### src/rtl/frame_renderer.sv
// 640x480@60 VGA timing plus paddle/ball/block-field renderer with a per-frame shadow of game state.
// Optional build macro BLOCK_GAP_EN: leaves the last column/row of each block cell as background.
module frame_renderer #(
  parameter int PIX_DIV   = 2,
  parameter int PADDLE_Y  = 448,
  parameter int BALL_SIZE = 8,
  parameter int BLK_X0    = 32,
  parameter int BLK_Y0    = 32,
  parameter int BLK_W     = 48,
  parameter int BLK_H     = 16,
  parameter int H_VIS     = 640,
  parameter int H_FP      = 16,
  parameter int H_SYNC    = 96,
  parameter int H_BP      = 48,
  parameter int V_VIS     = 480,
  parameter int V_FP      = 10,
  parameter int V_SYNC    = 2,
  parameter int V_BP      = 33
) (
  input  logic        CLK,
  input  logic        RST_N,
  input  logic [9:0]  PADDLE_X_PIXEL,
  input  logic [9:0]  BALL_X_PIXEL,
  input  logic [9:0]  BALL_Y_PIXEL,
  input  logic [71:0] BLOCK_STATE,
  output logic        FRAME_RENDERED,
  output logic        HSYNC,
  output logic        VSYNC,
  output logic [7:0]  RGB
);

  localparam int H_TOT = H_VIS + H_FP + H_SYNC + H_BP;
  localparam int V_TOT = V_VIS + V_FP + V_SYNC + V_BP;
  localparam int DW    = (PIX_DIV > 1) ? $clog2(PIX_DIV) : 1;
  localparam int BXW   = (BLK_W > 1) ? $clog2(BLK_W) : 1;
  localparam int BYW   = (BLK_H > 1) ? $clog2(BLK_H) : 1;

  localparam logic [DW-1:0]  DIV_LAST = DW'(PIX_DIV - 1);
  localparam logic [9:0]     H_LAST   = 10'(H_TOT - 1);
  localparam logic [9:0]     V_LAST   = 10'(V_TOT - 1);
  localparam logic [9:0]     H_VIS_C  = 10'(H_VIS);
  localparam logic [9:0]     V_VIS_C  = 10'(V_VIS);
  localparam logic [9:0]     HS_BEG   = 10'(H_VIS + H_FP);
  localparam logic [9:0]     HS_END   = 10'(H_VIS + H_FP + H_SYNC);
  localparam logic [9:0]     VS_BEG   = 10'(V_VIS + V_FP);
  localparam logic [9:0]     VS_END   = 10'(V_VIS + V_FP + V_SYNC);
  localparam logic [9:0]     V_FR     = 10'(V_VIS - 1);
  localparam logic [9:0]     V_SHD    = 10'(V_TOT - 2);
  localparam logic [9:0]     X0       = 10'(BLK_X0);
  localparam logic [9:0]     Y0       = 10'(BLK_Y0);
  localparam logic [BXW-1:0] BW_LAST  = BXW'(BLK_W - 1);
  localparam logic [BYW-1:0] BH_LAST  = BYW'(BLK_H - 1);
  localparam logic [10:0]    PAD_Y0   = 11'(PADDLE_Y);
  localparam logic [10:0]    PAD_Y1   = 11'(PADDLE_Y + 8);
  localparam logic [10:0]    BALL_SZ  = 11'(BALL_SIZE);

  typedef struct packed {
    logic [9:0]  pad_x;
    logic [9:0]  ball_x;
    logic [9:0]  ball_y;
    logic [71:0] blk;
  } shadow_t;

  logic [DW-1:0]  div_q, div_d;
  logic [9:0]     h_q, h_d, v_q, v_d, h_nx, v_nx;
  logic [BXW-1:0] bsx_q, bsx_d;
  logic [BYW-1:0] bsy_q, bsy_d;
  logic [3:0]     bcol_q, bcol_d;
  logic [2:0]     brow_q, brow_d;
  logic           bxa_q, bxa_d, bya_q, bya_d;
  shadow_t        sh_q, sh_d;
  logic [7:0]     rgb_q, rgb_d, pix;
  logic           hs_q, hs_d, vs_q, vs_d, fr_q, fr_d;
  logic           tick, eol;

  // Pixel colour for the current counters, using shadow state only.
  logic [10:0] hx, vy;
  logic [6:0]  blk_idx;
  logic        vis, ball_hit, pad_hit, blk_hit, gap;
  logic [7:0]  row_col;

  always_comb begin
    hx       = {1'b0, h_q};
    vy       = {1'b0, v_q};
    vis      = (h_q < H_VIS_C) && (v_q < V_VIS_C);
    ball_hit = (hx >= {1'b0, sh_q.ball_x}) && (hx < {1'b0, sh_q.ball_x} + BALL_SZ) &&
               (vy >= {1'b0, sh_q.ball_y}) && (vy < {1'b0, sh_q.ball_y} + BALL_SZ);
    pad_hit  = (hx >= {1'b0, sh_q.pad_x}) && (hx < {1'b0, sh_q.pad_x} + 11'd64) &&
               (vy >= PAD_Y0) && (vy < PAD_Y1);
    blk_idx  = 7'(brow_q) * 7'd12 + 7'(bcol_q);
`ifdef BLOCK_GAP_EN
    gap      = (bsx_q == BW_LAST) || (bsy_q == BH_LAST);
`else
    gap      = 1'b0;
`endif
    blk_hit  = bxa_q && bya_q && sh_q.blk[blk_idx] && !gap;
    case (brow_q)
      3'd0:    row_col = 8'hE0;
      3'd1:    row_col = 8'hF0;
      3'd2:    row_col = 8'hFC;
      3'd3:    row_col = 8'h1C;
      3'd4:    row_col = 8'h1F;
      3'd5:    row_col = 8'hE3;
      default: row_col = 8'h00;
    endcase
    pix = 8'h00;
    if (vis) begin
      if (ball_hit)     pix = 8'hFC;
      else if (pad_hit) pix = 8'hFF;
      else if (blk_hit) pix = row_col;
    end
  end

  always_comb begin
    tick   = (div_q == DIV_LAST);
    eol    = (h_q == H_LAST);
    h_nx   = eol ? 10'd0 : h_q + 10'd1;
    v_nx   = (v_q == V_LAST) ? 10'd0 : v_q + 10'd1;
    div_d  = tick ? '0 : div_q + 1'b1;
    h_d    = h_q;
    v_d    = v_q;
    bsx_d  = bsx_q;
    bcol_d = bcol_q;
    bxa_d  = bxa_q;
    bsy_d  = bsy_q;
    brow_d = brow_q;
    bya_d  = bya_q;
    sh_d   = sh_q;
    rgb_d  = rgb_q;
    hs_d   = hs_q;
    vs_d   = vs_q;
    fr_d   = tick && eol && (v_q == V_FR);
    if (tick) begin
      h_d   = h_nx;
      rgb_d = pix;
      hs_d  = !((h_q >= HS_BEG) && (h_q < HS_END));
      vs_d  = !((v_q >= VS_BEG) && (v_q < VS_END));
      // Column tracking follows h_nx so it always describes the counter it sits beside.
      if (h_nx == X0) begin
        bsx_d = '0; bcol_d = 4'd0; bxa_d = 1'b1;
      end else if (h_nx == 10'd0) begin
        bxa_d = 1'b0;
      end else if (bxa_q) begin
        if (bsx_q == BW_LAST) begin
          bsx_d  = '0;
          bcol_d = bcol_q + 4'd1;
          bxa_d  = (bcol_q != 4'd11);
        end else begin
          bsx_d = bsx_q + 1'b1;
        end
      end
      if (eol) begin
        v_d = v_nx;
        if (v_nx == Y0) begin
          bsy_d = '0; brow_d = 3'd0; bya_d = 1'b1;
        end else if (v_nx == 10'd0) begin
          bya_d = 1'b0;
        end else if (bya_q) begin
          if (bsy_q == BH_LAST) begin
            bsy_d  = '0;
            brow_d = brow_q + 3'd1;
            bya_d  = (brow_q != 3'd5);
          end else begin
            bsy_d = bsy_q + 1'b1;
          end
        end
        // Latch game state on entry to the last vblank line.
        if (v_q == V_SHD)
          sh_d = '{pad_x: PADDLE_X_PIXEL, ball_x: BALL_X_PIXEL,
                   ball_y: BALL_Y_PIXEL, blk: BLOCK_STATE};
      end
    end
  end

  always_ff @(posedge CLK or negedge RST_N) begin
    if (!RST_N) begin
      div_q  <= '0;
      h_q    <= '0;
      v_q    <= '0;
      bsx_q  <= '0;
      bcol_q <= '0;
      bxa_q  <= (BLK_X0 == 0);
      bsy_q  <= '0;
      brow_q <= '0;
      bya_q  <= (BLK_Y0 == 0);
      sh_q   <= '0;
      rgb_q  <= '0;
      hs_q   <= 1'b1;
      vs_q   <= 1'b1;
      fr_q   <= 1'b0;
    end else begin
      div_q  <= div_d;
      h_q    <= h_d;
      v_q    <= v_d;
      bsx_q  <= bsx_d;
      bcol_q <= bcol_d;
      bxa_q  <= bxa_d;
      bsy_q  <= bsy_d;
      brow_q <= brow_d;
      bya_q  <= bya_d;
      sh_q   <= sh_d;
      rgb_q  <= rgb_d;
      hs_q   <= hs_d;
      vs_q   <= vs_d;
      fr_q   <= fr_d;
    end
  end

  assign RGB            = rgb_q;
  assign HSYNC          = hs_q;
  assign VSYNC          = vs_q;
  assign FRAME_RENDERED = fr_q;

endmodule

### config.mk
export PLATFORM = sky130hd
export DESIGN_NAME = frame_renderer
export DESIGN_NICKNAME = d
export VERILOG_FILES = /design/src/rtl/frame_renderer.sv
export SDC_FILE = /design/constraint.sdc
export NUM_CORES = 1
export LEC_CHECK = 0
export CAP_MARGIN = 20
export CORE_AREA = 2 2 126 128
export CTS_BUF_LIST = sky130_fd_sc_hd__clkbuf_4 sky130_fd_sc_hd__clkbuf_8
export DETAILED_ROUTE_END_ITERATION = 10
export DIE_AREA = 0 0 128 130
export GPL_TIMING_DRIVEN = 0
export PLACE_DENSITY = 0.95
export SYNTH_ARGS = -nofsm -noshare
export SYNTH_HDL_FRONTEND = slang
export SYNTH_SLANG_ARGS = --single-unit
### constraint.sdc
create_clock -name CLK -period 4.7 [get_ports CLK]
set_input_delay 0.94 -clock CLK [delete_from_list [all_inputs] [get_ports CLK]]
set_output_delay 0.94 -clock CLK [all_outputs]
set_load 0.01 [all_outputs]
# Yosys cells after proc, flatten, opt, wreduce, memory -nomap -nowiden
# Index checks and enable logic that the tools add are counted.
[word_totals]
regBits = 153
latchBits = 0
ramBits = 0
romBits = 0
elab_cells = 123
n_memories = 0
[classes]
addsub = 11
n_mul = 1
div_mod_pow = 0
order_cmp = 15
n_eq_ne = 17
shift = 0
mux = 34
n_bitwise = 0
reduce_logical = 28
[ops]
columns = ["operator", "count"]
rows = [
  ["$pmux W8 S6", 1],
  ["$lt A10 B11 Y1", 3],
  ["$mux W4", 8],
  ["$mux W8", 4],
  ["$eq A10 B10 Y1 const B", 3],
  ["$ge A10 B10 Y1", 3],
  ["$lt A10 B9 Y1 const B", 3],
  ["$mux W6", 4],
  ["$add A10 B4 Y11 const B", 2],
  ["$add A10 B1 Y10 const B", 2],
  ["$eq A10 B6 Y1 const B", 2],
  ["$ge A10 B9 Y1 const B", 2],
  ["$logic_not A10 Y1", 2],
  ["$lt A10 B10 Y1 const B", 2],
  ["$mux W10", 2],
  ["$logic_and A1 B1 Y1", 13],
  ["$mux W3", 4],
  ["$add A10 B7 Y11 const B", 1],
  ["$eq A10 B9 Y1 const B", 1],
  ["$ge A10 B10 Y1 const B", 1],
  ["$mux W1", 10],
  ["$add A4 B1 Y4 const B", 2],
  ["$lt A7 B8 Y1 const B", 1],
  ["$reduce_and A4 Y1", 2],
  ["other kinds (20)", 28],
]

# Longest topological paths before layout
[depth]
ltp_word = 9
mapped_depth = 12
depth_no_buf = 12

# Least setup slack after synthesis
# OpenSTA, ideal clock, no wires.
[synth_timing]
kind = "register -> register"
from = "register brow_q[1]"
to = "register rgb_q[3] (netlist: RGB[3])"
setup_time_ps = 90
t_arrival_ps = 2940
t_required_ps = 4610
path_slack_ps = 1669
stages_incl_launch_ff = 10
n_path_buf = 0
synth_period_minus_slack_ps = 3031
path_cell_list = "dfrtp_1 > inv_1 > ha_1 > fa_1 > xor2_1 > o32ai_1 > or4b_2 > a41oi_2 > o21ai_1 > o221ai_1"
[synth_via]
elab_chain_cells = 9
[synth_rtl]
columns = ["element", "line_no", "source"]
rows = [
  ["start, declared", "69", "logic [2:0] brow_q, brow_d;"],
  ["start signal, assigned", "199", "brow_q <= brow_d;"],
  ["$mul A3 B2 Y5", "90", "blk_idx = 7'(brow_q) * 7'd12 + 7'(bcol_q);"],
  ["$add A7 B4 Y7", "90", ""],
  ["$bmux W1 S7", "96", "blk_hit = bxa_q && bya_q && sh_q.blk[blk_idx] && !gap;"],
  ["$mux W1 (implied by the code)", "96", ""],
  ["$logic_and A1 B1 Y1", "96", ""],
  ["$mux W8 (*)", "110", "else if (blk_hit) pix = row_col;"],
  ["$mux W8 (*)", "109", "else if (pad_hit) pix = 8'hFF;"],
  ["$mux W8 (*)", "108", "if (ball_hit) pix = 8'hFC;"],
  ["$mux W8 (*)", "107", "if (vis) begin"],
  ["end signal, assigned", "202", "rgb_q <= rgb_d;"],
  ["end, declared", "72", "logic [7:0] rgb_q, rgb_d, pix;"],
]
# Every way passes the cells marked *; elsewhere a longest branch is shown, timed or not. The select of a mux whose other input is x is not followed.
# A chain may end at the register's enable or synchronous reset.

# Final worst setup path
[layout_timing]
from = "register brow_q[1]"
to = "register rgb_q[4] (netlist: RGB[4])"
# The elaborated chain is that of the path after synthesis.

==> impl_metrics.env <==
export IMPL_synth_nets=1027
export IMPL_drt_pass1_iter_count=6
export IMPL_async_flop_share_pct=100.0
export IMPL_slowest_stage="or4b_2"
export IMPL_p_leak_nw=5.055
export IMPL_syn_inst=853
export IMPL_worst_clock_skew_ns=0.01596
export IMPL_met1_usage_pct=34.97
export IMPL_synth_edff_count=0
export IMPL_grt_total_usage_pct=28.24
export IMPL_period_share_pct=76.14
export IMPL_yosysWarningCount=0
export IMPL_fillers=1080
export IMPL_yosysUniqueCellTypes=72
export IMPL_core_area_mm2=0.01542
export IMPL_cts_setup_buffers=0
export IMPL_yosysSeqAreaShare_pct=41.32
export IMPL_critical_path_arrival_ns=3.97
export IMPL_cts_tree="done"
export IMPL_hold_viol=0
export IMPL_switching_share_pct=24.52
export IMPL_setup_tns_ns=0
export IMPL_clk_latency_ns=0.48
export IMPL_r2r_cells=9
export IMPL_detail_route_antenna_nets=0
export IMPL_cts_made_buffers=17
export IMPL_maxCapViolCount=0
export IMPL_layout_setup_ws_ns=1.121
export IMPL_timing_rr_end="RGB[4]"
export IMPL_port_buffers=114
export IMPL_ys_seq_elements=149
export IMPL_syn_avg_cell_area_um2=10.59
export IMPL_antenna_found_initial=0
export IMPL_place_ws_ns=1.216
export IMPL_relSlewSlack_pct=42.82
export IMPL_critPathCaptureType="flip-flop"
export IMPL_cts_root_buf="clkbuf_8"
export IMPL_worstMarginPinSlew_ns=0.8361
export IMPL_critPathRequiredTime_ns=5.10
export IMPL_synthXorXnorAreaFrac_pct=2.522
export IMPL_power_density_mw_per_mm2=219.0
export IMPL_fp_dieArea_mm2=0.01664
export IMPL_nNetsFinal=1161
export IMPL_synth_area_mm2=0.009030
export IMPL_post_route_drc_count=0
export IMPL_clkPwrFrac_pct=41.0
export IMPL_use_met2_pct=48.25
export IMPL_dr_first_iter_drc_count=565
export IMPL_rsz0062_at_grt="false"
export IMPL_period_needed_ns=3.579
export IMPL_synth_top_family_by_area="multiplexers"
export IMPL_dp_hpwl_um=16180
export IMPL_clkTransAtPathRegs_ns=0.09
export IMPL_rows=46
export IMPL_drive_gt1_share_pct=16.90
export IMPL_htreeDepth=4
export IMPL_path_max_fanout=6
export IMPL_yosys_most_used_dff="dfrtp_1"
export IMPL_max_stage_delay_ns=0.65
export IMPL_synth_most_common_cell="dfrtp_1"
export IMPL_routed_wl_um=22300
export IMPL_cell_internal_pwr_mw=1.788
export IMPL_start_kind="flip-flop"
export IMPL_status="completed"
export IMPL_regToRegSetupSlack_ns=1.12
export IMPL_synth_top_cell_area_share_pct=40.74
export IMPL_die_h_um=130
export IMPL_path_class="reg2reg"
export IMPL_die_w_um=128
export IMPL_vias_per_cell=6.198
export IMPL_clockBufferDepth=2
export IMPL_dr_total_vias=7388
export IMPL_crit_chain="inv_1 -> ha_1 -> fa_1 -> xnor2_1 -> o32ai_1 -> or4b_2 -> a41oi_2 -> o21ai_1 -> o221ai_1"
export IMPL_netlist_top_cells_area="dfrtp_1, ha_1, mux2_2"
export IMPL_gp_congestion=0.9159
export IMPL_grt_pass1_vias=7417
export IMPL_synth_top_cell_by_area="dfrtp_1"
export IMPL_grt_start_max_net_pins=104
export IMPL_yosys_area_share_simple_pct=13.91
export IMPL_cts_hold_buf=0
export IMPL_synthMuxAreaShare_pct=14.45
export IMPL_ctsResizeCount=0
export IMPL_antennaDiodeCount=0
export IMPL_rr_startpoint="brow_q[1]"
export IMPL_cts_sinks=149
export IMPL_setup_violations=0
export IMPL_synth_compound_area_share_pct=12.78
export IMPL_fmax_mhz=279.4
export IMPL_synth_common_cells="dfrtp_1, nand2_1, mux2_2"
export IMPL_wl_per_cell_um=18.70
export IMPL_top_usage_layer="met2"
export IMPL_ir_worst_vdd_uv=219.3
export IMPL_syn_to_final_growth_pct=19.77
export IMPL_seq_power_share_pct=54.1
export IMPL_initial_utilization_pct=58.54
export IMPL_power_switching_mw=0.5809
export IMPL_synth_fa_ha_area_share_pct=9.866
export IMPL_grtUsageMet3_pct=7.421
export IMPL_min_path_type="in2async"
export IMPL_pin_count=115
export IMPL_grt_remaining_overflow=0
export IMPL_report_final_slew_viol_count=0
export IMPL_critPathLaunch="brow_q[1]"
export IMPL_grt_first_pass_wirelength_um=36540
export IMPL_crit_end="RGB[4]"
export IMPL_combPwrFrac_pct=4.9
per-layer routing:
layer | share of wire, % | wire (um)
met4 | 2.3 | 512
met5 | 0 | 0
met3 | 7.8 | 1744
met1 | 40 | 9002
met2 | 49 | 11040
worst max-delay path: cells and delay by family, from the launching register on:
| family | cells | cell delay [ns] |
|---|---|---|
| and+or+nand+nor | 1 | 0.65 |
| buffers and inverters | 1 | 0.16 |
| DFF | 1 | 0.49 |
| xor gates and xnor gates | 1 | 0.52 |
| adders and majority gates | 2 | 0.87 |
| AOI/OAI and AO/OA | 4 | 0.79 |
flip-flops by register name, summed over array words and instances, names as in the netlist:
name,flops
bsy_q,4
bcol_q,4
div_q,1
HSYNC,1
bya_q,1
h_q,10
RGB,4
v_q,10
sh_q,102
FRAME_RENDERED,1
bxa_q,1
brow_q,3
bsx_q,6
VSYNC,1
area by class of cell:
class / count / area (um^2) / area share [%]
Tap cell: 192 / 240.2 / 2.221
Sequential cell: 149 / 3731 / 34.50
Inverter: 49 / 183.9 / 1.701
Clock buffer: 17 / 234.0 / 2.163
Timing Repair Buffer: 115 / 1170 / 10.82
Buffer: 46 / 281.5 / 2.603
Clock inverter: 15 / 141.4 / 1.307
Multi-Input combinational cell: 609 / 4833 / 44.69
cells by family after synthesis:
group                    Yosys count
AO/OA/AOI/OAI                    176
XOR/XNOR                          26
adder cells (fa/ha/maj)           70
buffers and inverters             95
flip-flops                       149
multiplexers                      98
AND/OR/NAND/NOR                  239
cells in the final DEF (no fill, tap or decap), types with 6 or more instances in the layout:
cell,count
ha_1,68
o31ai_1,9
nor2_1,27
xnor2_1,20
and2_1,10
xor2_1,6
or4_1,6
nor4_1,6
inv_1,49
nand2_1,76
o21ai_0,68
clkbuf_1,14
mux2_2,71
clkdlybuf4s50_1,113
inv_6,7
nand3_1,27
nand4_1,14
a21o_1,9
nor3_1,23
clkbuf_8,17
buf_6,9
a21oi_1,22
buf_4,8
mux4_2,18
buf_2,14
o32ai_1,6
dfrtp_1,147
nor2b_1,9
a31oi_1,7
and3_1,11
o21a_1,9
and4_1,6
worst min path at each step:
stage          startpoint  endpoint  slack [ns]  cells past startpoint
2_1_floorplan    sh_q[46]  sh_q[46]        0.45                      1
4_1_cts             RST_N  sh_q[77]        0.38                      1
5_1_grt             RST_N  sh_q[69]        0.41                      1
3_3_place_gp     sh_q[44]  sh_q[44]        0.47                      1
3_5_place_dp     sh_q[44]  sh_q[44]        0.47                      1
6_report            RST_N  sh_q[78]        0.38                      1
metrics by stage:
step	instances	power, mW	hold slack [ns]	util, %	instance area [um^2]
global placement	1159	1.420	0.4655	67.50	10410
global route	1192	2.447	0.4094	70.12	10820
floorplan	853	1.307	0.4524	-	9030
detailed placement	1160	1.424	0.4723	67.68	10440
finish	1192	2.369	0.3772	70.12	10820
CTS	1192	2.383	0.3768	70.12	10820
power by group through the flow:
stage               Sequential [mW]  Combinational [mW]  Clock (mW)
global route                   1.28               0.128        1.04
floorplan                      1.31            0.000787           0
global placement               1.31               0.113           0
finish                         1.28               0.117       0.971
CTS                            1.28               0.119       0.983
detailed placement             1.31               0.118           0
Note: power is estimated with default switching activity, not from simulation.
